$ cat src/rtl/key_command_decoder.sv
`default_nettype none
// ============================================================================
// Module   : key_command_decoder
// Purpose  : Turns the raw 32-bit USB HID keycode word (four 8-bit slots) into
//            frame-aligned per-player tank commands. It debounces report
//            changes, decodes direction keys, and latches one-shot fire
//            requests so that vsync-rate consumers never miss a press.
// Ports    : clk_i          system clock
//            reset_i        synchronous, active-high reset
//            keycode_i      slots [7:0],[15:8],[23:16],[31:24]; 8'h00 = empty
//            frame_tick_i   one-clock strobe per video frame
//            p1_dir_o       0 none, 1 up, 2 down, 3 left, 4 right
//            p1_move_o      high when p1_dir_o != 0
//            p1_fire_o      high for one frame per accepted shot
//            p2_dir_o / p2_move_o / p2_fire_o   same for player 2
//            any_key_o      accepted word is non-zero
//            key_changes_o  number of accepted-word updates (wraps)
// Revision : 1.0  initial release
// ============================================================================
module key_command_decoder #(
  parameter int unsigned STABLE_CYCLES   = 1000,
  parameter int unsigned COOLDOWN_FRAMES = 8,
  parameter logic [7:0]  P1_UP   = 8'h1A,
  parameter logic [7:0]  P1_DN   = 8'h16,
  parameter logic [7:0]  P1_LT   = 8'h04,
  parameter logic [7:0]  P1_RT   = 8'h07,
  parameter logic [7:0]  P1_FIRE = 8'h2C,
  parameter logic [7:0]  P2_UP   = 8'h52,
  parameter logic [7:0]  P2_DN   = 8'h51,
  parameter logic [7:0]  P2_LT   = 8'h50,
  parameter logic [7:0]  P2_RT   = 8'h4F,
  parameter logic [7:0]  P2_FIRE = 8'h28
) (
  input  logic        clk_i,
  input  logic        reset_i,
  input  logic [31:0] keycode_i,
  input  logic        frame_tick_i,
  output logic [2:0]  p1_dir_o,
  output logic        p1_move_o,
  output logic        p1_fire_o,
  output logic [2:0]  p2_dir_o,
  output logic        p2_move_o,
  output logic        p2_fire_o,
  output logic        any_key_o,
  output logic [15:0] key_changes_o
);

  localparam int unsigned CNT_W = (STABLE_CYCLES < 1) ? 1 : $clog2(STABLE_CYCLES + 1);
  localparam int unsigned CD_W  = (COOLDOWN_FRAMES == 0) ? 1 : $clog2(COOLDOWN_FRAMES + 1);
  localparam logic [CNT_W-1:0] C_CNT_MAX = CNT_W'(STABLE_CYCLES);
  localparam logic [CD_W-1:0]  C_CD_INIT = CD_W'(COOLDOWN_FRAMES);

  typedef enum logic [1:0] {
    S_IDLE    = 2'd0,
    S_PENDING = 2'd1,
    S_FIRE    = 2'd2,
    S_COOL    = 2'd3
  } fire_state_e;

  // True when any of the four slots carries the given code.
  function automatic logic key_held(input logic [31:0] word, input logic [7:0] code);
    logic hit;
    hit = 1'b0;
    for (int s = 0; s < 4; s++) begin
      if (word[8*s +: 8] == code) hit = 1'b1;
    end
    return hit;
  endfunction

  // Walk slots from highest to lowest so the lowest-index match wins.
  function automatic logic [2:0] dir_decode(input logic [31:0] word,
                                            input logic [7:0] up, input logic [7:0] dn,
                                            input logic [7:0] lt, input logic [7:0] rt);
    logic [2:0] d;
    logic [7:0] slot;
    d = 3'd0;
    for (int s = 3; s >= 0; s--) begin
      slot = word[8*s +: 8];
      if      (slot == up) d = 3'd1;
      else if (slot == dn) d = 3'd2;
      else if (slot == lt) d = 3'd3;
      else if (slot == rt) d = 3'd4;
    end
    return d;
  endfunction

  // ---------------------------------------------------------------- filter
  logic [31:0]      kc_q;
  logic [31:0]      cand_q, cand_d;
  logic [CNT_W-1:0] cnt_q, cnt_d;
  logic [31:0]      stable_q, stable_d;
  logic [15:0]      key_changes_q, key_changes_d;
  logic             w_stable_upd;

  assign w_stable_upd = (cnt_q == C_CNT_MAX) && (stable_q != cand_q);

  always_comb begin
    cand_d        = cand_q;
    cnt_d         = cnt_q;
    stable_d      = stable_q;
    key_changes_d = key_changes_q;
    if (kc_q != cand_q) begin
      cand_d = kc_q;
      cnt_d  = '0;
    end else if (cnt_q != C_CNT_MAX) begin
      cnt_d = cnt_q + 1'b1;
    end
    if (w_stable_upd) begin
      stable_d      = cand_q;
      key_changes_d = key_changes_q + 16'd1;
    end
  end

  always_ff @(posedge clk_i) begin
    if (reset_i) begin
      kc_q          <= '0;
      cand_q        <= '0;
      cnt_q         <= '0;
      stable_q      <= '0;
      key_changes_q <= '0;
    end else begin
      kc_q          <= keycode_i;
      cand_q        <= cand_d;
      cnt_q         <= cnt_d;
      stable_q      <= stable_d;
      key_changes_q <= key_changes_d;
    end
  end

  // ---------------------------------------------------------------- decode
  logic [2:0] w_p1_dir, w_p2_dir;
  logic [1:0] w_fire_edge;

  assign w_p1_dir = dir_decode(stable_q, P1_UP, P1_DN, P1_LT, P1_RT);
  assign w_p2_dir = dir_decode(stable_q, P2_UP, P2_DN, P2_LT, P2_RT);

  // A press is a fire code appearing in the word being accepted this clock
  // that was absent from the word it replaces.
  assign w_fire_edge[0] = w_stable_upd && key_held(cand_q, P1_FIRE) && !key_held(stable_q, P1_FIRE);
  assign w_fire_edge[1] = w_stable_upd && key_held(cand_q, P2_FIRE) && !key_held(stable_q, P2_FIRE);

  // ------------------------------------------------------- frame publish
  logic [2:0] p1_dir_q, p2_dir_q;

  always_ff @(posedge clk_i) begin
    if (reset_i) begin
      p1_dir_q <= 3'd0;
      p2_dir_q <= 3'd0;
    end else if (frame_tick_i) begin
      p1_dir_q <= w_p1_dir;
      p2_dir_q <= w_p2_dir;
    end
  end

  // ------------------------------------------------------ fire FSMs (x2)
  fire_state_e     fst_q [2];
  logic [CD_W-1:0] cd_q  [2];
  logic [1:0]      fire_q;

  always_ff @(posedge clk_i) begin
    if (reset_i) begin
      for (int p = 0; p < 2; p++) begin
        fst_q[p] <= S_IDLE;
        cd_q[p]  <= '0;
      end
      fire_q <= 2'b00;
    end else begin
      for (int p = 0; p < 2; p++) begin
        case (fst_q[p])
          S_IDLE: begin
            // A tick coinciding with the press does not fire; wait for the next.
            if (w_fire_edge[p]) fst_q[p] <= S_PENDING;
          end
          S_PENDING: begin
            if (frame_tick_i) begin
              fire_q[p] <= 1'b1;
              fst_q[p]  <= S_FIRE;
            end
          end
          S_FIRE: begin
            if (frame_tick_i) begin
              fire_q[p] <= 1'b0;
              cd_q[p]   <= C_CD_INIT;
              fst_q[p]  <= (COOLDOWN_FRAMES == 0) ? S_IDLE : S_COOL;
            end
          end
          S_COOL: begin
            if (frame_tick_i) begin
              if (cd_q[p] <= CD_W'(1)) begin
                cd_q[p]  <= '0;
                fst_q[p] <= S_IDLE;
              end else begin
                cd_q[p] <= cd_q[p] - 1'b1;
              end
            end
          end
          default: fst_q[p] <= S_IDLE;
        endcase
      end
    end
  end

  // ---------------------------------------------------------------- outputs
  assign p1_dir_o      = p1_dir_q;
  assign p1_move_o     = (p1_dir_q != 3'd0);
  assign p1_fire_o     = fire_q[0];
  assign p2_dir_o      = p2_dir_q;
  assign p2_move_o     = (p2_dir_q != 3'd0);
  assign p2_fire_o     = fire_q[1];
  assign any_key_o     = (stable_q != 32'd0);
  assign key_changes_o = key_changes_q;

endmodule
`default_nettype wire
$ cat config.mk
export PLATFORM = sky130hd
export DESIGN_NAME = key_command_decoder
export DESIGN_NICKNAME = d
export VERILOG_FILES = /design/src/rtl/key_command_decoder.sv
export SDC_FILE = /design/constraint.sdc
export NUM_CORES = 1
export LEC_CHECK = 0
export CORE_MARGIN = 2
export CORE_UTILIZATION = 25
export DETAILED_ROUTE_END_ITERATION = 8
export PLACE_DENSITY_LB_ADDON = 0.05
export SKIP_CTS_REPAIR_TIMING = 1
export SLEW_MARGIN = 20
export SYNTH_ARGS = -nofsm -noshare
export SYNTH_HDL_FRONTEND = slang
export SYNTH_SLANG_ARGS = --single-unit
$ cat constraint.sdc
create_clock -name clk_i -period 2.7 [get_ports clk_i]
set_input_delay 0.27 -clock clk_i [delete_from_list [all_inputs] [get_ports clk_i]]
set_output_delay 0.27 -clock clk_i [all_outputs]
set_load 0.01 [all_outputs]
==> impl_results.md <==
- CP startpoint kind: register
- Setup Crit Path Kind: register to register
- CTS buffer count: 17
- CTS root buffer: clkbuf_16
- Area growth syn-to-layout: 26.17%
- Worst setup EP type: register
- Post-synthesis cell area: 6819 um^2
- Launching point of the worst reg2reg path: cand_q[30]
- Non-Filler Cell Area, Final: 8603 um^2
- Die extent in x: 169.2 um
- Sink Count: 142
- Fillcell total: 2805
- Worst setup skew after layout: 13.45 ps
- CTS tree: built
- Detailed Place HPWL: 14360 um
- Main synth FF type: dfxtp_1
- Reg2Reg Depth: 6
- Via-per-instance ratio: 4.602
- Yosys reg bits: 142
- Gr ovfl total: 0
- Initial Util: 0.2537
- # DRC: 0
- Final Non-Filler Cells: 1175
- Clock insertion delay at the later pin of the skew report: 420 ps
- Critical Path RT: 2980 ps
- Total GRT Usage: 0.1353
- Core area: 26880 um^2
- Final wirelength: 18840 um
- Initial antenna violation count: 0
- Tmin final: 2608 ps
- Peak VDD IR: 0.3462 mV
- H-tree Lvls: 4
- Routed Antenna Nets: 0
- Leading cell type in the layout, fill and taps excluded: dfxtp_1
- DP Area: 8006 um^2
- Cell variety after synth: 67
- Vias: 5407
- End point of the critical path: fst_q[0][0]
- Run status: complete, no violations
- Setup TNS: 0 ps
- Largest net degree at the start of global routing: 66
- Longest Clk Path Bufs: 2
- Number of flops mapped to enable cells by yosys: 12
- Data arrival, critical path: 2890 ps
- First-pass GRT wire length: 29900 um
- Ys Warns: 0
- Final period utilization: 0.9658
- Synthesized Nets: 786
- CP startpoint: cand_q[30]
- Final setup vio count: 0
- Vias in the first global route: 5330
- P per Cell Area: 575.0 nW/um^2
- Clock transition at the registers of the reported paths: 60 ps
- Worst min path class: primary input to register
- Max Cap Violations: 0
- Drt initial violations: 261
- DIE AREA: 28610 um^2
- Worst slew pin tran: 701.9 ps
- Final hold slack: 164.2 ps
- Routed len/inst: 16.03 um
- Most frequent cells in the layout: dfxtp_1, nor2_1, nor2b_1
- Cell leakage power: 3.650 nW
- Flop2flop setup slack: 90 ps
- Pins over their slew limit: 0
- Worst reg2reg endpoint: fst_q[0][0]
- PortBufs: 61
- Post-synthesis sequential area ratio: 0.4345
- Syn avg cell area: 9.165 um^2
- Synth async-reset ratio: 0
- Share of cells above drive strength 1: 0.1067
- I/O Pins: 62
- GP Congestion: 0.8072
- Mapped Cells: 744
- Placed Cells: 1144
- Max Freq: 383.5 MHz
- Die Y: 169.2 um
- Critical Path Fanout Max: 4
- Relative slew slack: 0.5277
- Hold Vio Cnt, Final: 0
- Antenna diode count: 0
- Final net count: 864
- RSZ-0062 raised after global routing: false
- Standard-cell rows: 60
- Pre-antenna DRT Iters: 6
## how the worst min path moves through the flow
stage | start | end | slack [ps] | cells after the start
after floorplan | keycode_i[0] | kc_q[0] | 400 | 1
after global placement | kc_q[22] | cand_q[22] | 470 | 1
after detailed placement | kc_q[16] | cand_q[16] | 470 | 1
after CTS | reset_i | fire_q[1] | 140 | 2
after global routing | reset_i | p2_dir_o[0] | 160 | 2
final | reset_i | fire_q[1] | 160 | 2
## cells by family after synthesis
family          Yosys count  share of synthesized area
flops                   142                     0.4345
xor+xnor                 82                     0.1053
buf+inv                  55                    0.03119
simple gates            330                     0.2668
compound gates           86                    0.08661
mux                      42                    0.06275
fa+ha+maj                 7                    0.01284
## final cells by class
type,instances,area (um^2),share of cell area
Tap cell,341,426.7,0.04959
Multi-Input combinational cell,547,3659,0.4252
Clock inverter,12,126.4,0.01469
Inverter,15,56.30,0.006545
Timing Repair Buffer,99,908.4,0.1056
Clock buffer,19,464.2,0.05396
Sequential cell,142,2963,0.3444
## routing by layer
layer | vias up | global-route usage | routed length (um)
met3 | 20 | 0.02542 | 459
met1 | 2532 | 0.1892 | 9659
met2 | 81 | 0.2094 | 8353
met5 | - | 0 | 0
li1 | 2774 | - | -
met4 | 0 | 0.04534 | 365
## where the power goes
group	internal [W]	total (W)	leakage (nW)	switching [W]
clock	0.00137	0.00236	0.284	0.000996
sequential	0.00219	0.00226	1.19	0.0000681
combinational	0.000170	0.000324	2.18	0.000154
total	0.00373	0.00495	3.65	0.00122
## synthesized netlist by cell type (6+ instances only)
cell | number | share of area
clkbuf_1 | 34 | 0.019
nor4_1 | 22 | 0.020
or3_1 | 12 | 0.011
nor4b_1 | 8 | 0.010
nor2b_1 | 71 | 0.065
inv_1 | 15 | 0.0083
mux2i_1 | 36 | 0.053
nand2_1 | 27 | 0.015
nand3_1 | 17 | 0.012
dfxtp_1 | 130 | 0.38
nand4_1 | 19 | 0.017
a21oi_1 | 20 | 0.015
nand2b_1 | 8 | 0.0073
xnor2_1 | 15 | 0.019
o21ai_0 | 18 | 0.013
nor2_1 | 91 | 0.050
ha_1 | 7 | 0.013
mux2_2 | 6 | 0.0099
xor2_1 | 67 | 0.086
nor3_1 | 14 | 0.010
and3_1 | 6 | 0.0055
edfxtp_1 | 12 | 0.053
## critical path, stage by stage, from the launching register on
cell,delay (ps)
dfxtp_1,360
or4b_4,530
or4b_1,520
o221a_1,300
a2111o_1,430
o21ai_2,160
o31a_2,160
## sequential cells by signal (all words and copies together), names as in the netlist
register / flops
cand_q: 32
fst_q: 4
kc_q: 32
stable_q: 32
fire_q: 2
key_changes_o: 16
cd_q: 8
p2_dir_o: 3
p1_dir_o: 3
cnt_q: 10
## per-stage QoR
| stage | worst slack (ps) | util | power [W] |
|---|---|---|---|
| floorplan | 308.5 | - | 0.002483 |
| global placement | 155.0 | 0.2979 | 0.002635 |
| detailed placement | 107.3 | 0.2979 | 0.002638 |
| CTS | 93.77 | 0.3199 | 0.005022 |
| global route | 17.50 | 0.3201 | 0.005145 |
| finish | 92.21 | 0.3201 | 0.004946 |
Note: power is estimated with default switching activity, not from simulation.
